[src/rtl/fetch_buffer.sv]
// Instruction prefetch queue between fetch and decode: circular buffer of
// {addr, instr} pairs with show-ahead head, full-stall to the PC and flush.
module fetch_buffer #(
    parameter int DEPTH = 4,
    parameter int PTR_W = 2
) (
    input  logic             clk,
    input  logic             reset,
    input  logic             fetchValid,
    input  logic [31:0]      fetchAddr,
    input  logic [31:0]      fetchInstr,
    input  logic             flush,
    input  logic             decodeReady,
    output logic             fetchStall,
    output logic             decodeValid,
    output logic [31:0]      decodeAddr,
    output logic [31:0]      decodeInstr,
    output logic [31:0]      decodeNextAddr,
    output logic [PTR_W:0]   occupancy
);

    localparam logic [PTR_W:0] FULL = (PTR_W+1)'(DEPTH);

    typedef struct packed {
        logic [31:0] addr;
        logic [31:0] instr;
    } entry_t;

    entry_t           mem_q [DEPTH];
    logic [PTR_W-1:0] wr_ptr_q, wr_ptr_d;
    logic [PTR_W-1:0] rd_ptr_q, rd_ptr_d;
    logic [PTR_W:0]   count_q, count_d;
    logic             push, pop;
    entry_t           head;

    // Stall and valid come only from registered count, keeping handshakes
    // free of combinational paths from the inputs.
    assign fetchStall  = (count_q == FULL);
    assign decodeValid = (count_q != '0);
    assign push        = fetchValid && !fetchStall;
    assign pop         = decodeValid && decodeReady;

    always_comb begin
        wr_ptr_d = wr_ptr_q;
        rd_ptr_d = rd_ptr_q;
        count_d  = count_q;
        if (flush) begin
            wr_ptr_d = '0;
            rd_ptr_d = '0;
            count_d  = '0;
        end else begin
            if (push) wr_ptr_d = wr_ptr_q + 1'b1;
            if (pop)  rd_ptr_d = rd_ptr_q + 1'b1;
            count_d = count_q + {{PTR_W{1'b0}}, push} - {{PTR_W{1'b0}}, pop};
        end
    end

    always_ff @(posedge clk) begin
        if (!reset) begin
            wr_ptr_q <= '0;
            rd_ptr_q <= '0;
            count_q  <= '0;
        end else begin
            wr_ptr_q <= wr_ptr_d;
            rd_ptr_q <= rd_ptr_d;
            count_q  <= count_d;
        end
    end

    // Storage carries no reset; an entry is only observable once counted.
    always_ff @(posedge clk) begin
        if (reset && !flush && push)
            mem_q[wr_ptr_q] <= '{addr: fetchAddr, instr: fetchInstr};
    end

    always_comb begin
        head = '0;
        if (decodeValid) head = mem_q[rd_ptr_q];
    end

    assign decodeAddr     = head.addr;
    assign decodeInstr    = head.instr;
    assign decodeNextAddr = head.addr + 32'd4;
    assign occupancy      = count_q;

endmodule

[config.mk]
export PLATFORM = sky130hd
export DESIGN_NAME = fetch_buffer
export DESIGN_NICKNAME = d
export VERILOG_FILES = /design/src/rtl/fetch_buffer.sv
export SDC_FILE = /design/constraint.sdc
export NUM_CORES = 1
export LEC_CHECK = 0
export CAP_MARGIN = 20
export CORE_MARGIN = 4
export CORE_UTILIZATION = 31
export DETAILED_ROUTE_END_ITERATION = 12
export HOLD_SLACK_MARGIN = 0.02
export PLACE_DENSITY = 0.65
export SLEW_MARGIN = 0
export SYNTH_ARGS = -nofsm -noshare
export SYNTH_HDL_FRONTEND = slang
export SYNTH_SLANG_ARGS = --single-unit
[constraint.sdc]
create_clock -name clk -period 3.1 [get_ports clk]
set_clock_uncertainty 0.1 [all_clocks]
set_input_delay 0.62 -clock clk [delete_from_list [all_inputs] [get_ports clk]]
set_output_delay 0.62 -clock clk [all_outputs]
set_load 0.01 [all_outputs]
### After elaboration in Yosys (flattened, before gate mapping)

Memory sizes are Yosys's and may differ from the RTL's. A register that Yosys moved wholly into a read port is not among the register bits.
Index checks and enable logic that the tools add are counted.

| storage, ports and cells | value |
|---|---|
| register bits | 7 |
| RAM bits | 256 |
| input port bits | 69 |
| logic and storage cells | 24 |
| memories kept | 1 |

Memories:

| memory | words | width | read ports | clocked after Yosys merged registers in | wr ports | line | text |
|---|---|---|---|---|---|---|---|
| mem_q | 4 | 64 | 1 | 1 | 1 | 29 | `entry_t mem_q [DEPTH];` |

| operators by class | value |
|---|---|
| add/subtract/negate cells | 5 |
| equality and inequality tests | 1 |
| muxes and demuxes | 5 |
| bitwise operators | 1 |
| reduce and logical (&&, ||, !) cells | 8 |

Operator list:

| cell | count |
|---|---|
| 64-bit 2-to-1 mux | 1 |
| 32-bit by 3-bit adder with 32-bit output, second input constant | 1 |
| 2-bit by 1-bit adder with 2-bit output, second input constant | 2 |
| 1-bit logical AND | 4 |
| 2-bit 2-to-1 mux | 2 |
| 3-bit by 1-bit adder with 3-bit output | 1 |
| 3-bit equality test, second input constant | 1 |
| 3-bit nonzero test | 1 |
| 3-bit by 1-bit subtractor with 3-bit output | 1 |
| 1-bit zero test | 2 |
| 1-bit 2-to-1 mux | 2 |
| 2-bit OR reduction | 1 |
| 1-bit NOT | 1 |

### Logic depth before layout (Yosys ltp)

Gate-level depths: netlist of run 1.

| logic depth | value |
|---|---|
| depth in word-level cells | 6 |
| depth in mapped cells | 12 |

### Least setup slack after synthesis of run 1

OpenSTA, ideal clock, no wires.

| timing path | value |
|---|---|
| path type | register -> output |
| start | register count_q[1] (netlist: occupancy[1]) |
| end | output port decodeNextAddr[30] |
| arrival time | 2978 ps |
| required time | 2380 ps |
| setup slack | -598 ps |
| cell stages (with the launch flop) | 13 |
| buffers on the path | 2 |
| path through | dfxtp_1 > nor3_1 > inv_1 > clkbuf_1 > clkbuf_1 > and2_1 > ha_1 > nand2_1 > o22ai_2 > nand4_1 > or4_4 > nor2_2 > xor2_1 |

| between the ends | value |
|---|---|
| cells in the longest elaborated chain, start to end | 3 |

RTL lines:

| item | line | text |
|---|---|---|
| start: declaration | 32 | `logic [PTR_W:0] count_q, count_d;` |
| start signal: assignment | 66 | `count_q <= count_d;` |
| 3-bit nonzero test | 39 | `assign decodeValid = (count_q != '0);` |
| net decodeValid | 15 | `output logic decodeValid,` |
| 64-bit 2-to-1 mux | 78 | `if (decodeValid) head = mem_q[rd_ptr_q];` |
| net decodeAddr[3] | 16 | `output logic [31:0] decodeAddr,` |
| 32-bit by 3-bit adder with 32-bit output | 83 | `assign decodeNextAddr = head.addr + 32'd4;` |
| end: declaration | 18 | `output logic [31:0] decodeNextAddr,` |

The timed path passes the listed nets, and every way through them passes these cells.

==> results.sh, run 1 <==
export IMPL_seq_area_frac_synth=0.712
export IMPL_path_cells="buf_12 > buf_12 > buf_12 > and4b_2 > o41ai_4 > or3_1 > or4_4 > nor2_4 > xor2_2 > buf_2"
export IMPL_required_ps=2380
export IMPL_relSlewSlack=0.751
export IMPL_p_leak_uw=0.00591
export IMPL_setup_tns_ps=-11700
export IMPL_ys_top_cells_by_area="edfxtp_1 (70%), mux4_2 (9.0%), mux4_1 (5.0%)"
export IMPL_p_switching_uw=1790
export IMPL_grt_pass1_wl_microns=39000
export IMPL_ant_nets=0
export IMPL_synth_edff_count=256
export IMPL_cts_sinks=265
export IMPL_wl_microns=26900
export IMPL_port_buffers=169
export IMPL_max_stage_delay_ps=560
export IMPL_yosysMostFrequentCell="edfxtp_1"
export IMPL_synth_largest_area_cell="edfxtp_1"
export IMPL_synthCells=580
export IMPL_fmax_ghz=0.266
export IMPL_combPwrFrac=0.116
export IMPL_crit_type="register to output port"
export IMPL_end_kind="output port"
export IMPL_min_period_over_period=1.21
export IMPL_slowest_stage="or4_4"
export IMPL_synth_net_count=657
export IMPL_reg2reg_slack_ps=520
export IMPL_drv_slew=0
export IMPL_hold_depth=2
export IMPL_dieWidth_microns=197
export IMPL_netlist_area_sq_um=11100
export IMPL_avgViaCountPerCell=4.62
export IMPL_drtIter0Drc=432
export IMPL_peakVddDrop_mv=0.449
export IMPL_wire_per_inst_microns=19.7
export IMPL_die_y_microns=197
export IMPL_drc_errors=0
export IMPL_htree_levels=1
export IMPL_yosysWarnings=0
export IMPL_finalSetupViolCount=37
export IMPL_clkPwrFrac=0.397
export IMPL_yosysUniqueCellTypes=44
export IMPL_violations="setup timing"
export IMPL_grt_total_usage=0.129
export IMPL_cts_buffer_depth=3
export IMPL_worstSetupStartpointType="register"
export IMPL_synth_main_ff_cell="edfxtp_1"
export IMPL_initial_core_util=0.317
export IMPL_crit_top_cell="buf_12"
export IMPL_async_reset_ff_frac=0
export IMPL_status="complete, but fails checks"
export IMPL_hp_class="register to register"
export IMPL_critPathMaxFanout=6
export IMPL_cellPowerDensity_nw_per_um2=524
export IMPL_dr_pass1_iters=4
export IMPL_arrival_ps=3040
export IMPL_period_needed_ps=3760
export IMPL_drive_above_1_share=0.447
export IMPL_overflow=0
export IMPL_grt_max_degree=36
export IMPL_cts_root_buf="clkbuf_16"
export IMPL_p_int_uw=6380
export IMPL_pre_cts_ws_ps=-537
export IMPL_synth_avg_cell_area_sq_um=19.1
export IMPL_r2r_cells=12
export IMPL_maxCapViolCount=0
export IMPL_synth_top_area_share=0.696
export IMPL_rsz0062_at_grt="yes"
export IMPL_syn2layout_area_growth_pct=41.1
export IMPL_antenna_found_initial=3
export IMPL_dieArea_sq_um=38700
export IMPL_finalHoldViolCount=0
export IMPL_ys_ff_latch=265
export IMPL_coreArea_sq_um=34900
export IMPL_stdcell_area_sq_um=15600
export IMPL_dp_hpwl_microns=17300
export IMPL_gp_congestion=0.784
export IMPL_worstReg2RegEnd="occupancy[2]"
export IMPL_grt_pass1_vias=6654
export IMPL_min_from="rd_ptr_q[1]"
export IMPL_seqPwrFrac=0.488
export IMPL_placed_cell_area_sq_um=13900
export IMPL_dp_cells=1258
export IMPL_final_net_count=963
export IMPL_fin_ws_ps=-661
export IMPL_final_cells=1364
export IMPL_cts_clk_slew_worst_paths_ps=60
export IMPL_synth_common_cells="edfxtp_1 (256), and2_1 (65), mux4_2 (44)"
export IMPL_r2r_start="occupancy[0]"
export IMPL_fp_row_count=68
export IMPL_worst_pin_slew_ps=374
export IMPL_io_pins=170
export IMPL_worstSkewPairLatency_ps=530
export IMPL_p_sw_frac=0.219
export IMPL_numCtsBuffers=28
export IMPL_num_vias=6299
export IMPL_cts_tree="done"
placed cells by master, fill, tap and decap left out, types with 6 or more instances in the layout:
master,count
edfxtp_1,256
buf_4,85
clkdlybuf4s50_1,76
mux4_2,64
and2_4,38
buf_6,36
clkbuf_16,31
clkbuf_2,29
and2_1,27
buf_2,27
dlymetal6s2s_1,25
nand2_1,17
buf_12,15
xnor2_1,14
nor2_1,13
xor2_1,12
nand4_1,9
buf_8,8
inv_1,7
nand3_1,6
nor2_4,6
ha_1,6
cell families (layout without fill, tap and decap cells):
logic type / after synthesis / in the layout / share of synthesized area
adder cells (fa/ha/maj): 8 / 8 / 0.00974
buffers and inverters: 44 / 372 / 0.0233
flip-flops: 265 / 265 / 0.712
XOR/XNOR: 32 / 32 / 0.0254
multiplexers: 71 / 71 / 0.145
AO/OA/AOI/OAI: 6 / 6 / 0.00510
AND/OR/NAND/NOR: 154 / 154 / 0.0795
other: 0 / 1 / 0
per-stage QoR:
step                total power (uW)   util  hold slack [ps]
global route                    8490  0.447              491
global placement                4940  0.399              422
floorplan                       4430      -              385
finish                          8170  0.447              430
detailed placement              4950  0.399              430
CTS                             8220  0.429              444
how the worst max path moves through the flow:
stage	slack [ps]	endpoint	from	cells after the start
global route	-860	decodeNextAddr[26]	register	12
finish	-660	decodeNextAddr[30]	register	10
global placement	-470	decodeNextAddr[26]	register	10
CTS	-670	decodeNextAddr[26]	register	12
floorplan	-20	decodeNextAddr[30]	occupancy[1]	12
detailed placement	-540	decodeNextAddr[26]	register	10
cell type report:
cell class / instances / area [sq um]
Fill cell: 3049 / 19300
Multi-Input combinational cell: 271 / 3230
Antenna cell: 1 / 2.50
Clock inverter: 17 / 151
Tap cell: 455 / 569
Clock buffer: 35 / 758
Inverter: 12 / 47.5
Sequential cell: 265 / 7880
Timing Repair Buffer: 308 / 2950
power groups by stage:
stage,sequential [uW],combinational [uW],clock (uW)
after global placement,4060,888,0
final,3980,946,3240
after global routing,3990,1020,3490
after CTS,3980,892,3350
after floorplan,4060,367,0
after detailed placement,4060,896,0
what timing repair did:
item	in CTS	in global routing
pin swaps	12	33
hold buffers	0	0
gates cloned	1	2
hold endpoints to repair	0	0
setup endpoints to repair	92	89
buffers inserted	12	43
gates resized for setup	114	292
critical path, delay by kind of cell, from the launching register on:
family / cells / cell delay [ps]
AND/OR/NAND/NOR: 4 / 1380
buffers and inverters: 4 / 560
flip-flops: 1 / 360
XOR/XNOR: 1 / 120
AO/OA/AOI/OAI: 1 / 80
registers in the layout, summed over array words and instances, names as in the netlist, named ones only:
signal / flops
rd_ptr_q: 2
mem_q: 256
occupancy: 3
wr_ptr_q: 2
layer usage:
metal | wire length (microns) | up-vias | part of all wire | global-route usage
li1 | - | 2897 | - | -
met1 | 11400 | 3155 | 0.42 | 0.173
met2 | 13100 | 203 | 0.49 | 0.215
met3 | 1930 | 38 | 0.072 | 0.0330
met4 | 421 | 6 | 0.016 | 0.0257
met5 | 41 | - | 0.0015 | 0
No activity file was read; power rests on OpenSTA's default activity.
==> inputs of run 2 (changes only) <==
DONT_BUFFER_PORTS = 1   (was not set)
GPL_ROUTABILITY_DRIVEN = 0   (was not set)
PLACE_DENSITY = 0.58   (was 0.65)
SKIP_CTS_REPAIR_TIMING = 1   (was not set)
==> run 2 against run 1 <==
  * The flow still finishes with violations (setup timing)
  * Power down 1.4%
  * Core utilization down 5.9 points
  * Via count down 12%
  * Sequential power about the same
  * Sequential cell count unchanged
  * First-iteration DRC count down 42%
  * Final cell count down 15%
  * Combinational power down 37%
  * Global-route usage down 0.40 points
  * Worst setup slack better by 150 ps
  * Maximum frequency up 4.1%
  * Largest cell class unchanged
  * Largest power group unchanged
==> results.sh, run 2 (synthesized netlist as in run 1, its figures left out) <==
export IMPL_coreArea_sq_um=34900
export IMPL_crit_type="register to output port"
export IMPL_r2r_cells=11
export IMPL_violations="setup timing"
export IMPL_antenna_found_initial=0
export IMPL_cts_buffer_depth=3
export IMPL_grt_pass1_wl_microns=37200
export IMPL_mostFrequentLayoutCell="edfxtp_1"
export IMPL_worstSetupStartpointType="register"
export IMPL_final_cell_mix="edfxtp_1 (256), buf_4 (91), and2_1 (60), mux4_2 (56), clkbuf_16 (28)"
export IMPL_dieArea_sq_um=38700
export IMPL_maxCapViolCount=0
export IMPL_p_leak_uw=0.00449
export IMPL_dr_pass1_iters=4
export IMPL_cts_clk_slew_worst_paths_ps=60
export IMPL_grt_max_degree=36
export IMPL_total_power_uw=8060
export IMPL_fin_ws_ps=-513
export IMPL_cellPowerDensity_nw_per_um2=595
export IMPL_path_cells="mux4_2 > and2_4 > ha_4 > nand2_1 > o22ai_2 > nand4_1 > or4_4 > nor2_4 > xor2_2"
export IMPL_placed_cell_area_sq_um=12300
export IMPL_end_kind="output port"
export IMPL_largest_reg_flops=256
export IMPL_drv_slew=0
export IMPL_status="complete, but fails checks"
export IMPL_cts_sinks=265
export IMPL_slowest_stage="or4_4"
export IMPL_largest_register="mem_q"
export IMPL_cts_root_buf="clkbuf_16"
export IMPL_r2r_start="occupancy[1]"
export IMPL_worst_pin_slew_ps=543
export IMPL_worstReg2RegEnd="occupancy[2]"
export IMPL_wire_per_inst_microns=21.7
export IMPL_cts_tree="done"
export IMPL_hp_class="input pin to register"
export IMPL_stdcell_area_sq_um=13500
export IMPL_num_vias=5541
export IMPL_required_ps=2380
export IMPL_ant_nets=0
export IMPL_drtIter0Drc=251
export IMPL_numCtsBuffers=28
export IMPL_rsz0062_at_grt="yes"
export IMPL_worstSkewPairLatency_ps=550
export IMPL_port_buffers=0
export IMPL_io_pins=170
export IMPL_hold_depth=0
export IMPL_fmax_ghz=0.277
export IMPL_min_from="fetchInstr[2]"
export IMPL_final_net_count=760
export IMPL_diodes=0
export IMPL_max_stage_delay_ps=490
export IMPL_crit_buf_inv=0
export IMPL_fp_row_count=68
export IMPL_peakVddDrop_mv=0.509
export IMPL_reg2reg_slack_ps=550
export IMPL_dp_hpwl_microns=17400
export IMPL_path_delay_family="simple AND/OR/NAND/NOR gates"
export IMPL_avgViaCountPerCell=4.78
export IMPL_finalHoldViolCount=0
export IMPL_utilization=0.388
export IMPL_overflow=0
export IMPL_drive_above_1_share=0.366
export IMPL_die_y_microns=197
export IMPL_grt_total_usage=0.125
export IMPL_htree_levels=1
export IMPL_initial_core_util=0.317
export IMPL_wl_microns=25200
export IMPL_arrival_ps=2890
export IMPL_holdPathEnd="mem_q[3][2]"
export IMPL_relSlewSlack=0.638
export IMPL_critPathMaxFanout=6
export IMPL_dieWidth_microns=197
export IMPL_finalSetupViolCount=25
export IMPL_syn2layout_area_growth_pct=22.6
export IMPL_period_needed_ps=3610
export IMPL_grt_pass1_vias=6077
export IMPL_drc_errors=0
export IMPL_min_period_over_period=1.17
==> run 2: cell count changes in the layout (fill, tap and decap cells not counted), moves of 27 or more <==
cell,before,now
and2_1,27,60
and2_4,38,5
buf_2,27,0
buf_6,36,4
clkbuf_2,29,0
clkdlybuf4s50_1,76,0
==> run 2: area by class of cell <==
type	instances	area (sq um)
clock inverters	21	267
clock buffers	30	708
repair buffers	105	917
multi-input cells	271	3160
well taps	455	569
flip-flops and latches	265	7880
fillers	3188	21300
inverters	12	47.5
==> run 2: where the power goes <==
group          leakage, uW  internal, uW  switching, uW
Sequential         0.00239          3970           13.7
Clock             0.000481          2150           1330
Combinational      0.00162           257            340
Total              0.00449          6380           1680
==> run 2: through the flow <==
stage	std cells	hold slack (ps)	TNS, ps	setup WS (ps)
2_1_floorplan	580	385	-16.9	-16.9
3_3_place_gp	1100	423	-353	-92.0
3_5_place_dp	1100	429	-622	-135
4_1_cts	1151	35.6	-15660	-729
5_1_grt	1159	32.3	-13340	-643
6_report	1159	66.3	-8440	-513
==> run 2: per-layer routing <==
metal / up-vias / part of all wire / global-route usage / wire length [microns]
met1: 2848 / 0.41 / 0.156 / 10300
met4: 0 / 0.016 / 0.0252 / 409
li1: 2483 / - / - / -
met5: - / 0 / 0 / 0
met2: 177 / 0.47 / 0.205 / 12000
met3: 33 / 0.10 / 0.0550 / 2570
==> run 2: worst max path at each step <==
stage / endpoint / cells after the start / slack (ps) / start
2_1_floorplan: decodeNextAddr[30] / 12 / -20 / occupancy[1]
3_3_place_gp: decodeNextAddr[22] / 10 / -90 / register
3_5_place_dp: decodeNextAddr[20] / 11 / -140 / register
4_1_cts: decodeNextAddr[20] / 11 / -730 / register
5_1_grt: decodeNextAddr[31] / 8 / -640 / register
6_report: decodeNextAddr[30] / 9 / -510 / register
==> edit: new RTL, flow settings as in run 1 <==
Make the reset (`reset`) asynchronous in one clocked block.
--- a/src/rtl/fetch_buffer.sv
+++ b/src/rtl/fetch_buffer.sv
@@ -55,7 +55,7 @@
         end
     end
 
-    always_ff @(posedge clk) begin
+    always_ff @(posedge clk or negedge reset) begin
         if (!reset) begin
             wr_ptr_q <= '0;
             rd_ptr_q <= '0;
Formal check against the unedited RTL: differs if reset is asserted again (counterexample within 4 cycles, from zero or initial values and one cycle with reset low); with reset held inactive, the same outputs for 4 cycles.
==> edit against run 1 <==
The flow still finishes with violations (setup timing). Wire length decreased by 6.2%. Synthesized area decreased by 2.1%. Sequential cell count decreased by 2. Synthesized cell count decreased by 4.3%. Cell area decreased by 2.8%. Maximum frequency increased by 2.1%. Worst hold slack got worse by 150 ps. Core utilization decreased by 0.73 points. Sequential share of layout area increased by 1.4 points. Non-clock buffer count decreased by 17. Setup slack improved by 79 ps.
Power is not compared: it rests on default switching activity, and its combinational part moved more than twofold at a synthesized area within 25%.
==> edit: results (changes against run 1) <==
INFO  metric outcome = complete, but fails checks (unchanged)
INFO  metric failed_checks = setup timing (unchanged)
INFO  metric cts_made_buffers = 27 (was 28)
INFO  metric avgRoutedWirePerCell = 19.10 um (was 19.73 um)
INFO  metric antenna_found_initial = 2 (was 3)
INFO  metric layout.filler_cells = 3041 (was 3049)
INFO  metric grt_use_met2 = 22.06% (was 21.52%)
INFO  metric gpl.final_weighted_congestion = 0.7427 (was 0.7837)
INFO  metric syn-instance-count = 555 (was 580)
INFO  metric synth_top_cells_by_count = 256 x edfxtp_1, 66 x mux4_2, 64 x and2_1 (was 256 x edfxtp_1, 65 x and2_1, 44 x mux4_2)
INFO  metric synth_fa_ha_area_share = 0.9943% (was 0.9736%)
INFO  metric fraction_of_the_mapped_netlist_area_in_compound_gates = 0% (was 0.5095%)
INFO  metric reg2reg_setup_slack = 300 ps (was 520 ps)
INFO  metric gr_layer_usage_met1 = 16.91% (was 17.30%)
INFO  metric post_synthesis_net_count = 632 (was 657)
INFO  metric final_critical_path_setup_slack = -582.0 ps (was -660.7 ps)
INFO  metric timing.rr.end = occupancy[2] (unchanged)
INFO  metric finalSetupViolations = 62 (was 37)
INFO  metric grt_util_all_layers = 12.95% (was 12.90%)
INFO  metric synthXorXnorAreaFrac = 2.671% (was 2.536%)
INFO  metric dr.first_iter.drc_count = 356 (was 432)
INFO  metric finalNonFillerCells = 1322 (was 1364)
INFO  metric destination_of_the_critical_timing_path = decodeAddr[17] (was decodeNextAddr[30])
INFO  metric post_cts_resized = 224 (was 114)
INFO  metric synthMuxAreaShare = 13.83% (was 14.51%)
INFO  metric ys_seq_area_share = 72.66% (was 71.19%)
INFO  metric grt_first_pass_wirelength = 38700 um (was 39000 um)
INFO  metric numPlacedInstances = 1239 (was 1258)
INFO  metric drtPass1Iterations = 5 (was 4)
INFO  metric max_slew_margin = 63.29% (was 75.09%)
INFO  metric holdCritPathClass = in -> async (was reg -> reg)
-- edit: cell types whose count changed after synthesis, moves of 4 or more --
cell	run 1	this run
mux2i_1	5	1
dfrtp_1	0	7
mux4_1	21	0
nand4_1	9	5
dfxtp_1	9	0
nor2_1	22	18
mux4_2	44	66
-- edit: routing by layer --
layer  vias to the layer above  part of all wire [%]
li1                       2768                     -
met1                      3094                    42
met2                       167                    50
met3                        35                   6.4
met4                         4                   1.6
met5                         -                 0.055
-- edit: metrics by stage --
stage,power [mW],hold slack (ps),TNS (ps),setup WS (ps)
after CTS,12.07,253.3,-24740,-625.1
final,12.17,276.7,-20730,-582.0
after floorplan,6.471,224.4,-47.71,-47.71
after detailed placement,9.003,488.8,-11570,-580.9
after global routing,12.82,269.9,-29110,-725.9
after global placement,9.008,483.4,-10470,-543.3
-- edit: kinds of logic (layout without fill, tap and decap cells) --
logic type                 count (synthesis)  count (layout)
DFF                                      263             263
and+or+nand+nor                          146             146
muxes                                     67              67
buffers and inverters                     38             350
xor gates and xnor gates                  33              33
adders and majority gates                  8               8
-- edit: where the power goes --
| part | internal (mW) | total, mW | leakage (nW) | switching, mW |
|---|---|---|---|---|
| Clock | 1.77 | 3.04 | 0.400 | 1.26 |
| Sequential | 4.05 | 4.12 | 2.40 | 0.0658 |
| Combinational | 2.72 | 5.02 | 2.48 | 2.30 |
| Total | 8.54 | 12.2 | 5.28 | 3.63 |
-- edit: final cells by class --
cell class              count  share of cell area [%]
flip-flops and latches    263                   51.95
multi-input cells         254                   20.08
repair buffers            291                   18.42
clock buffers              36                   4.682
well taps                 455                   3.757
clock inverters            11                  0.7762
inverters                  12                  0.3303
-- edit: critical path, delay by kind of cell (launching register included) --
kind	cells	cell delay [ps]
buffers and inverters	5	1190
flip-flops	1	500
multiplexers	1	550
AND/OR/NAND/NOR	1	180
